$ cat src/rtl/elbeth_lsu_pkg.sv
// Shared encodings and helpers for the elbeth load/store unit.
// Byte-lane masks are computed at the widest supported width (8 lanes).
package elbeth_lsu_pkg;

  typedef enum logic [1:0] {
    SIZE_B = 2'd0,
    SIZE_H = 2'd1,
    SIZE_W = 2'd2,
    SIZE_D = 2'd3
  } size_e;

  typedef enum logic [1:0] {
    LSU_IDLE = 2'd0,
    LSU_WAIT = 2'd1,
    LSU_RESP = 2'd2
  } lsu_state_e;

  // 2^size consecutive ones, shifted up to the byte offset within the word.
  function automatic logic [7:0] byte_mask(input size_e size, input logic [2:0] offset);
    logic [8:0] ones;
    ones = (9'd1 << (4'd1 << size)) - 9'd1;
    return ones[7:0] << offset;
  endfunction

endpackage

$ cat src/rtl/elbeth_load_align.sv
// Combinational load extraction: shift the addressed bytes down, keep 2^size
// bytes and sign- or zero-extend the result to XLEN.
module elbeth_load_align
  import elbeth_lsu_pkg::*;
#(
  parameter int XLEN = 32,
  parameter int OW   = $clog2(XLEN / 8)
) (
  input  logic [XLEN-1:0] data,
  input  logic [OW-1:0]   offset,
  input  size_e           size,
  input  logic            is_signed,
  output logic [XLEN-1:0] result
);

  logic [XLEN-1:0] shifted;
  logic            sign;
  int              nbits;

  // NOTE: every variable assigned in always_comb gets a value on every path,
  // otherwise synthesis infers a latch to hold the old value.
  always_comb begin
    shifted = data >> {offset, 3'b000};
    nbits   = 8 << int'(size);
    if (nbits > XLEN) nbits = XLEN;
    unique case (size)
      SIZE_B:  sign = shifted[7];
      SIZE_H:  sign = shifted[15];
      SIZE_W:  sign = shifted[31];
      default: sign = shifted[XLEN-1];
    endcase
    sign   = sign & is_signed;
    result = '0;
    for (int i = 0; i < XLEN; i++) begin
      result[i] = (i < nbits) ? shifted[i] : sign;
    end
  end

endmodule

$ cat src/rtl/elbeth_lsu.sv
// Handshaked load/store unit between EXS and the data memory port: lane
// enables, store replication, alignment checks, load extension, exceptions.
module elbeth_lsu
  import elbeth_lsu_pkg::*;
#(
  parameter int XLEN           = 32,
  parameter int ADDR_WIDTH     = 32,
  parameter int TIMEOUT_CYCLES = 16
) (
  input  logic                  clk,
  input  logic                  rst,
  input  logic                  req_valid,
  input  logic                  req_we,
  input  logic [1:0]            req_size,
  input  logic                  req_signed,
  input  logic [ADDR_WIDTH-1:0] req_addr,
  input  logic [XLEN-1:0]       req_wdata,
  output logic                  lsu_stall,
  output logic                  resp_valid,
  output logic [XLEN-1:0]       resp_rdata,
  output logic                  exc_misaligned,
  output logic                  exc_bus_error,
  output logic                  exc_timeout,
  output logic [ADDR_WIDTH-1:0] exc_addr,
  output logic [ADDR_WIDTH-1:0] dmem_addr,
  output logic                  dmem_en,
  output logic [XLEN/8-1:0]     dmem_rw,
  output logic [XLEN-1:0]       dmem_out_data,
  input  logic [XLEN-1:0]       dmem_in_data,
  input  logic                  dmem_ready,
  input  logic                  dmem_error
);

  localparam int NB = XLEN / 8;
  localparam int OW = $clog2(NB);
  localparam int CW = $clog2(TIMEOUT_CYCLES + 1);

  lsu_state_e            state, state_nxt;
  logic [CW-1:0]         cnt;
  logic [OW-1:0]         off_q;
  size_e                 size_q;
  logic                  signed_q;
  logic                  we_q;
  logic [ADDR_WIDTH-1:0] addr_q;

  size_e                 req_sz;
  logic                  misaligned;
  logic [NB-1:0]         lane_mask;
  logic [XLEN-1:0]       wdata_rep;
  logic [XLEN-1:0]       load_data;
  logic                  timeout_hit;
  logic                  accept_ok, accept_bad;
  logic                  exit_err, exit_rdy, exit_to;

  assign req_sz      = size_e'(req_size);
  assign timeout_hit = (cnt == CW'(TIMEOUT_CYCLES - 1));
  assign lane_mask   = NB'(byte_mask(req_sz, 3'(req_addr[OW-1:0])));

  // A double access on a 32-bit datapath has no legal alignment at all.
  always_comb begin
    misaligned = ((req_addr[2:0] & 3'((4'd1 << req_size) - 4'd1)) != 3'd0) ||
                 (req_sz == SIZE_D && XLEN < 64);
  end

  always_comb begin
    unique case (req_sz)
      SIZE_B:  wdata_rep = {NB{req_wdata[7:0]}};
      SIZE_H:  wdata_rep = {(NB / 2){req_wdata[15:0]}};
      SIZE_W:  wdata_rep = {(NB / 4){req_wdata[31:0]}};
      default: wdata_rep = req_wdata;
    endcase
  end

  elbeth_load_align #(
    .XLEN (XLEN),
    .OW   (OW)
  ) u_load_align (
    .data      (dmem_in_data),
    .offset    (off_q),
    .size      (size_q),
    .is_signed (signed_q),
    .result    (load_data)
  );

  // NOTE: sequential state uses non-blocking assignments so every register
  // samples pre-edge values regardless of statement order.
  always_ff @(posedge clk) begin
    if (rst) state <= LSU_IDLE;
    else     state <= state_nxt;
  end

  always_comb begin
    state_nxt = state;
    unique case (state)
      LSU_IDLE: if (req_valid) state_nxt = misaligned ? LSU_RESP : LSU_WAIT;
      LSU_WAIT: if (exit_err || exit_rdy || exit_to) state_nxt = LSU_RESP;
      LSU_RESP: state_nxt = LSU_IDLE;
      default:  state_nxt = LSU_IDLE;
    endcase
  end

  // Event decode; WAIT exits are prioritised error > ready > timeout.
  always_comb begin
    accept_ok  = 1'b0;
    accept_bad = 1'b0;
    exit_err   = 1'b0;
    exit_rdy   = 1'b0;
    exit_to    = 1'b0;
    unique case (state)
      LSU_IDLE: begin
        accept_bad = req_valid && misaligned;
        accept_ok  = req_valid && !misaligned;
      end
      LSU_WAIT: begin
        if (dmem_error)       exit_err = 1'b1;
        else if (dmem_ready)  exit_rdy = 1'b1;
        else if (timeout_hit) exit_to  = 1'b1;
      end
      default: ;
    endcase
  end

  assign lsu_stall = (state == LSU_WAIT) || (state == LSU_IDLE && req_valid);

  always_ff @(posedge clk) begin
    if (rst) begin
      resp_valid     <= 1'b0;
      resp_rdata     <= '0;
      exc_misaligned <= 1'b0;
      exc_bus_error  <= 1'b0;
      exc_timeout    <= 1'b0;
      exc_addr       <= '0;
      dmem_addr      <= '0;
      dmem_en        <= 1'b0;
      dmem_rw        <= '0;
      dmem_out_data  <= '0;
      cnt            <= '0;
      off_q          <= '0;
      size_q         <= SIZE_B;
      signed_q       <= 1'b0;
      we_q           <= 1'b0;
      addr_q         <= '0;
    end else begin
      resp_valid     <= 1'b0;
      exc_misaligned <= 1'b0;
      exc_bus_error  <= 1'b0;
      exc_timeout    <= 1'b0;

      if (accept_bad) begin
        exc_misaligned <= 1'b1;
        exc_addr       <= req_addr;
      end

      if (accept_ok) begin
        dmem_addr     <= {req_addr[ADDR_WIDTH-1:OW], OW'(0)};
        dmem_en       <= 1'b1;
        dmem_rw       <= req_we ? lane_mask : '0;
        dmem_out_data <= req_we ? wdata_rep : '0;
        off_q         <= req_addr[OW-1:0];
        size_q        <= req_sz;
        signed_q      <= req_signed;
        we_q          <= req_we;
        addr_q        <= req_addr;
        cnt           <= '0;
      end

      if (state == LSU_WAIT) begin
        cnt <= cnt + CW'(1);
        if (exit_err || exit_rdy || exit_to) begin
          dmem_en <= 1'b0;
          dmem_rw <= '0;
        end
        if (exit_err) begin
          exc_bus_error <= 1'b1;
          exc_addr      <= addr_q;
        end
        if (exit_rdy) begin
          resp_valid <= 1'b1;
          resp_rdata <= we_q ? '0 : load_data;
        end
        if (exit_to) begin
          exc_timeout <= 1'b1;
          exc_addr    <= addr_q;
        end
      end
    end
  end

endmodule

$ cat config.mk
export PLATFORM = sky130hd
export DESIGN_NAME = elbeth_lsu
export DESIGN_NICKNAME = d
export VERILOG_FILES = /design/src/rtl/elbeth_lsu_pkg.sv /design/src/rtl/elbeth_load_align.sv /design/src/rtl/elbeth_lsu.sv
export SDC_FILE = /design/constraint.sdc
export NUM_CORES = 1
export LEC_CHECK = 0
export BUFFER_PORTS_ARGS = -buffer_cell sky130_fd_sc_hd__buf_4
export CAP_MARGIN = 10
export CORE_MARGIN = 2
export CORE_UTILIZATION = 51
export CTS_BUF_LIST = sky130_fd_sc_hd__clkbuf_4 sky130_fd_sc_hd__clkbuf_8
export DETAILED_ROUTE_END_ITERATION = 12
export PLACE_DENSITY = 0.84
export SKIP_LAST_GASP = 1
export SLEW_MARGIN = 0
export SYNTH_ARGS = -nofsm -noshare
export SYNTH_HDL_FRONTEND = slang
export SYNTH_SLANG_ARGS = --single-unit
$ cat constraint.sdc
create_clock -name clk -period 2.5 [get_ports clk]
set_input_delay 0.125 -clock clk [delete_from_list [all_inputs] [get_ports clk]]
set_output_delay 0.125 -clock clk [all_outputs]
set_load 0.05 [all_outputs]
==> results of run 1 <==
## sequential cells by signal, indices dropped and copies added (netlist names)
register and cells:
we_q 1, dmem_en 1, exc_bus_error 1, state 2, exc_timeout 1, exc_addr 32
exc_misaligned 1, resp_rdata 32, resp_valid 1, addr_q 31, dmem_rw 4, dmem_out_data 32
signed_q 1, size_q 2, cnt 5, off_q 1
## worst max-delay path by stage
stage | start | to | slack [ns]
after floorplan | cnt[0] | exc_addr[10] | 0.76
after global placement | cnt[0] | exc_addr[1] | 0.12
after detailed placement | cnt[0] | exc_addr[27] | 0.07
after CTS | cnt[0] | exc_addr[1] | 0.04
after global routing | cnt[0] | exc_addr[14] | 0.14
final | cnt[0] | exc_addr[1] | 0.26
## worst min-delay path, cell delays in order
cell and delay, ns:
buf_4 0.11, a22oi_1 0.08, o21bai_1 0.12
## cell families (layout without fill, tap and decap cells)
family,after synthesis,after routing,share of synthesized area
muxes,74,74,0.113
xor gates and xnor gates,1,1,0.00131
and+or+nand+nor,121,121,0.0966
buffers and inverters,98,368,0.0801
AOI/OAI and AO/OA,251,251,0.262
other,1,2,0.000561
DFF,148,148,0.443
adders and majority gates,2,2,0.00374
## layout by cell type (no fill, tap or decap), types with 3 or more instances in the layout
master	n
a22o_1	19
o21ai_0	59
inv_1	3
clkbuf_8	18
buf_4	260
a22o_2	5
clkinv_2	3
clkinv_4	4
o211ai_1	3
a2bb2oi_1	9
mux2i_1	73
nor2b_1	9
nand2_1	20
nand4b_1	3
dlygate4sd3_1	72
a22oi_1	9
nor3b_1	3
dfxtp_1	148
clkinvlp_4	3
a21oi_1	55
nor3_1	5
a32oi_1	7
nand3_1	39
nand2b_1	4
o21bai_1	16
nor2_1	23
a211o_1	7
o2bb2ai_1	48
## through the flow
| stage | setup WS (ns) | hold WS (ns) | total power, uW | util |
|---|---|---|---|---|
| 6_report | 0.264 | 0.0175 | 5640 | 0.746 |
| 5_1_grt | 0.140 | 0.0157 | 5840 | 0.746 |
| 4_1_cts | 0.0394 | 0.00208 | 5620 | 0.746 |
| 3_5_place_dp | 0.0680 | 0.379 | 3700 | 0.658 |
| 3_3_place_gp | 0.124 | 0.372 | 3680 | 0.658 |
| 2_1_floorplan | 0.761 | 0.258 | 3320 | - |
## area by class of cell
| type | count | area [um^2] | area share |
|---|---|---|---|
| timing repair buffer | 333 | 2690 | 0.284 |
| inverter | 3 | 11.3 | 0.00119 |
| sequential | 148 | 2960 | 0.312 |
| tap | 172 | 215 | 0.0227 |
| clock buffer | 20 | 263 | 0.0277 |
| clock inverter | 12 | 133 | 0.0140 |
| multi-input combinational | 451 | 3220 | 0.339 |
## power by group
group	internal, uW	total [uW]	switching [uW]	leakage (uW)
Clock	933	1870	936	0.000196
Combinational	487	1250	763	0.00254
Sequential	2450	2520	69.2	0.00120
Total	3870	5640	1770	0.00394
## per-layer routing
metal | GRT usage | part of all wire
met1 | 0.364 | 0.40
met2 | 0.492 | 0.49
met3 | 0.0690 | 0.067
met4 | 0.153 | 0.044
met5 | 0 | 0
## what timing repair did
item / in CTS / in global routing
resized for setup: 0 / 1
endpoints found under the setup margin: 0 / 18
endpoints found under the hold margin: 103 / 0
buffers inserted: 0 / 0
hold buffers: 72 / 0
==> results.sh, run 1 <==
export IMPL_ys_types=51
export IMPL_dr_pass1_iters=7
export IMPL_vias_per_cell=5.73
export IMPL_avgRoutedWirePerCell_um=18.7
export IMPL_finalSetupViolCount=0
export IMPL_final_hold_violation_count=0
export IMPL_die_x_um=118
export IMPL_syn_inst=696
export IMPL_synth_top_area_cell="dfxtp_1"
export IMPL_h_tree_depth=4
export IMPL_yosysWarnings=0
export IMPL_power_leakage_uw=0.00394
export IMPL_n_fill_cell=888
export IMPL_required_ns=2.89
export IMPL_core_mm2=0.0127
export IMPL_min_from="dmem_in_data[30]"
export IMPL_ys_seq_area_frac=0.443
export IMPL_max_clock_path_buffers=2
export IMPL_synth_edf_count=0
export IMPL_crit_family="simple AND/OR/NAND/NOR gates"
export IMPL_synthArstFlopShare=0
export IMPL_power_density_mw_per_mm2=594
export IMPL_synth_common_cells="dfxtp_1 (148), mux2i_1 (73), o21ai_0 (59), a21oi_1 (56), o2bb2ai_1 (48)"
export IMPL_crit_chain="ha_1, and3_1, ha_1, a21oi_1, nor3_4, buf_4, o2bb2ai_1"
export IMPL_critical_path_class="flip-flop to flip-flop"
export IMPL_fin_cells=1139
export IMPL_yosysMostFrequentCell="dfxtp_1"
export IMPL_tns_ns=0
export IMPL_worstPathArrival_ns=2.62
export IMPL_root_buffer="clkbuf_8"
export IMPL_synth_top_cell_area_share=0.443
export IMPL_reg2reg_from="cnt[0]"
export IMPL_via_count=6524
export IMPL_synth_area_mm2=0.00668
export IMPL_cpMaxStageDelayCell="nor3_4"
export IMPL_synth_area_leaders="dfxtp_1 (44%), mux2i_1 (11%), o2bb2ai_1 (6.3%)"
export IMPL_status="complete, no violations"
export IMPL_rows=41
export IMPL_antennaDiodeCount=0
export IMPL_tritoncts="done"
export IMPL_path_clk_slew_ns=0.09
export IMPL_antenna_found_initial=0
export IMPL_synth_area_per_cell_um2=9.60
export IMPL_ant_nets=0
export IMPL_drv_slew=0
export IMPL_timing_fmax_ghz=0.447
export IMPL_rsz0062_at_grt="false"
export IMPL_area_delta_synth_final_pct=42.1
export IMPL_hold_depth=3
export IMPL_route_detailed_drc=0
export IMPL_grt_max_degree=53
export IMPL_initial_core_util=0.525
export IMPL_holdPathEnd="resp_rdata[30]"
export IMPL_drt_wl_total_um=21200
export IMPL_cp_end_kind="flip-flop"
export IMPL_numCtsBuffers=17
export IMPL_chipHeight_um=118
export IMPL_tightest_slew_ns=0.716
export IMPL_grt_pass1_vias=6547
export IMPL_reg2reg_to="exc_addr[1]"
export IMPL_drt_initial_drc_count=538
export IMPL_numPortBuffers=240
export IMPL_track_usage=0.298
export IMPL_ir_worst_vdd_v=0.000504
export IMPL_drive_above_1_share=0.324
export IMPL_synth_main_ff_cell="dfxtp_1"
export IMPL_crit_fanout=18
export IMPL_worstPathBufferInverterCount=1
export IMPL_worst_r2r_setup_slack_ns=0.26
export IMPL_place_area_mm2=0.00837
export IMPL_grt_pass1_wl_um=33700
export IMPL_dieArea_mm2=0.0140
export IMPL_crit_path_frequent_cell="ha_1"
export IMPL_grt_ovfl_total=0
export IMPL_r2r_cells=7
export IMPL_dp_cells=1035
export IMPL_hpwlAfterDp_um=13100
export IMPL_layout_nets=1061
export IMPL_cts_sinks=148
export IMPL_slew_headroom=0.519
export IMPL_drv_cap=0
export IMPL_start_kind="flip-flop"
export IMPL_crit_path_max_incr_delay_ns=0.56
export IMPL_timing_final_crit_share=0.894
export IMPL_routabilityCongestion=0.840
export IMPL_cp_num_cells=7
export IMPL_synth_seq_cells=148
export IMPL_clock_skew_ns=0.0116
export IMPL_pin_count=243
export IMPL_min_path_type="input pin to flip-flop"
export IMPL_period_needed_ns=2.24
export IMPL_fin_area_mm2=0.00950
export IMPL_worstSkewPairLatency_ns=0.46
Note: power is estimated with default switching activity, not from simulation.
==> run 2, diff against run 1 <==
--- a/config.mk
+++ b/config.mk
@@ -7,8 +7,10 @@
 export LEC_CHECK = 0
 export BUFFER_PORTS_ARGS = -buffer_cell sky130_fd_sc_hd__buf_4
 export CAP_MARGIN = 10
+export CELL_PAD_IN_SITES_DETAIL_PLACEMENT = 1
+export CELL_PAD_IN_SITES_GLOBAL_PLACEMENT = 1
 export CORE_MARGIN = 2
-export CORE_UTILIZATION = 51
+export CORE_UTILIZATION = 38
 export CTS_BUF_LIST = sky130_fd_sc_hd__clkbuf_4 sky130_fd_sc_hd__clkbuf_8
 export DETAILED_ROUTE_END_ITERATION = 12
 export PLACE_DENSITY = 0.84
==> results.sh, run 2 (synthesis gave the netlist of run 1 again) <==
export IMPL_tns_ns=0
export IMPL_max_clock_path_buffers=2
export IMPL_min_path_type="input pin to flip-flop"
export IMPL_root_buffer="clkbuf_8"
export IMPL_required_ns=2.84
export IMPL_cp_end_kind="flip-flop"
export IMPL_numPortBuffers=240
export IMPL_grt_max_degree=38
export IMPL_start_kind="flip-flop"
export IMPL_antenna_found_initial=0
export IMPL_grt_pass1_vias=6931
export IMPL_tritoncts="done"
export IMPL_layout_nets=1058
export IMPL_final_hold_violation_count=0
export IMPL_postCtsSetupBuffers=0
export IMPL_vias_per_cell=5.59
export IMPL_drt_initial_drc_count=399
export IMPL_finalSetupViolCount=0
export IMPL_final_common_cell="buf_4"
export IMPL_period_needed_ns=2.08
export IMPL_timing_fmax_ghz=0.481
export IMPL_drv_slew=0
export IMPL_final_cell_mix="buf_4 (258), dfxtp_1 (148), mux2i_1 (73)"
export IMPL_slew_headroom=0.479
export IMPL_rows=48
export IMPL_reg2reg_to="exc_addr[13]"
export IMPL_power_leakage_uw=0.00395
export IMPL_worstSkewPairLatency_ns=0.46
export IMPL_hpwlAfterDp_um=15300
export IMPL_clock_skew_ns=0.0146
export IMPL_die_x_um=137
export IMPL_drt_wl_total_um=24900
export IMPL_status="complete, no violations"
export IMPL_pre_cts_ws_ns=0.554
export IMPL_ant_nets=0
export IMPL_dp_cells=1086
export IMPL_power_density_mw_per_mm2=614
export IMPL_critical_path_class="flip-flop to flip-flop"
export IMPL_route_detailed_drc=0
export IMPL_routabilityCongestion=0.804
export IMPL_worst_r2r_setup_slack_ns=0.42
export IMPL_cp_endpoint="exc_addr[13]"
export IMPL_initial_core_util=0.388
export IMPL_dr_pass1_iters=7
export IMPL_numCtsBuffers=17
export IMPL_drv_cap=0
export IMPL_ir_worst_vdd_v=0.000345
export IMPL_setup_slack_ns=0.423
export IMPL_final_util=0.556
export IMPL_tightest_slew_ns=0.775
export IMPL_timing_final_crit_share=0.831
export IMPL_worstSetupStartpoint="cnt[0]"
export IMPL_ctsHoldBuffers=71
export IMPL_core_mm2=0.0172
export IMPL_reg2reg_from="cnt[0]"
export IMPL_r2r_cells=7
export IMPL_cts_sinks=148
export IMPL_via_count=6652
export IMPL_grt_pass1_wl_um=38500
export IMPL_crit_fanout=30
export IMPL_grt_ovfl_total=0
export IMPL_chipHeight_um=137
export IMPL_track_usage=0.266
export IMPL_worstPathArrival_ns=2.42
export IMPL_drive_above_1_share=0.323
export IMPL_dieArea_mm2=0.0187
export IMPL_path_clk_slew_ns=0.09
export IMPL_cts_resized_gates=0
export IMPL_h_tree_depth=4
export IMPL_area_delta_synth_final_pct=43.3
export IMPL_rsz0062_at_grt="false"
export IMPL_reg_top3="dmem_out_data x32, exc_addr x32, resp_rdata x32"
export IMPL_avgRoutedWirePerCell_um=20.9
export IMPL_fin_cells=1190
export IMPL_pin_count=243
==> run 2: final cells by class <==
cell class                 instances  area [um^2]
antenna                            1         2.50
clock buffer                      18          248
clock inverter                    14          189
fill                            1941         7660
inverter                           3         11.3
multi-input combinational        451         3210
sequential                       148         2960
tap                              225          282
timing repair buffer             330         2670
==> run 2: how the worst min path moves through the flow <==
stage	start	to	depth (start not counted)
final	req_wdata[28]	dmem_out_data[28]	4
after global routing	req_wdata[28]	dmem_out_data[28]	4
after CTS	req_wdata[31]	dmem_out_data[31]	4
after detailed placement	req_wdata[5]	dmem_out_data[5]	2
after global placement	req_wdata[4]	dmem_out_data[4]	2
after floorplan	req_wdata[0]	dmem_out_data[0]	1
==> run 2: worst max-delay path, stage by stage, from the launching register on <==
cell       delay [ns]
dfxtp_1          0.34
ha_1             0.23
and3_1           0.19
ha_1             0.21
a21oi_1          0.24
o21bai_2         0.11
buf_4            0.27
o2bb2ai_1        0.34
==> run 2: metal layers <==
metal | GRT usage | part of all wire
met5 | 0 | 0
met4 | 0.130 | 0.043
met2 | 0.453 | 0.50
met1 | 0.319 | 0.41
met3 | 0.0526 | 0.046
==> run 2: metrics by stage <==
stage	area [um^2]	hold WS, ns	total power, uW
floorplan	6690	0.258	3320
global placement	8430	0.375	3700
detailed placement	8430	0.385	3720
CTS	9570	0.000490	5860
global route	9570	0.0125	6110
finish	9580	0.0174	5880
==> run 2: power by group <==
part           internal [uW]  switching, uW
logic                    482            783
registers               2450           76.1
clock network           1050           1040
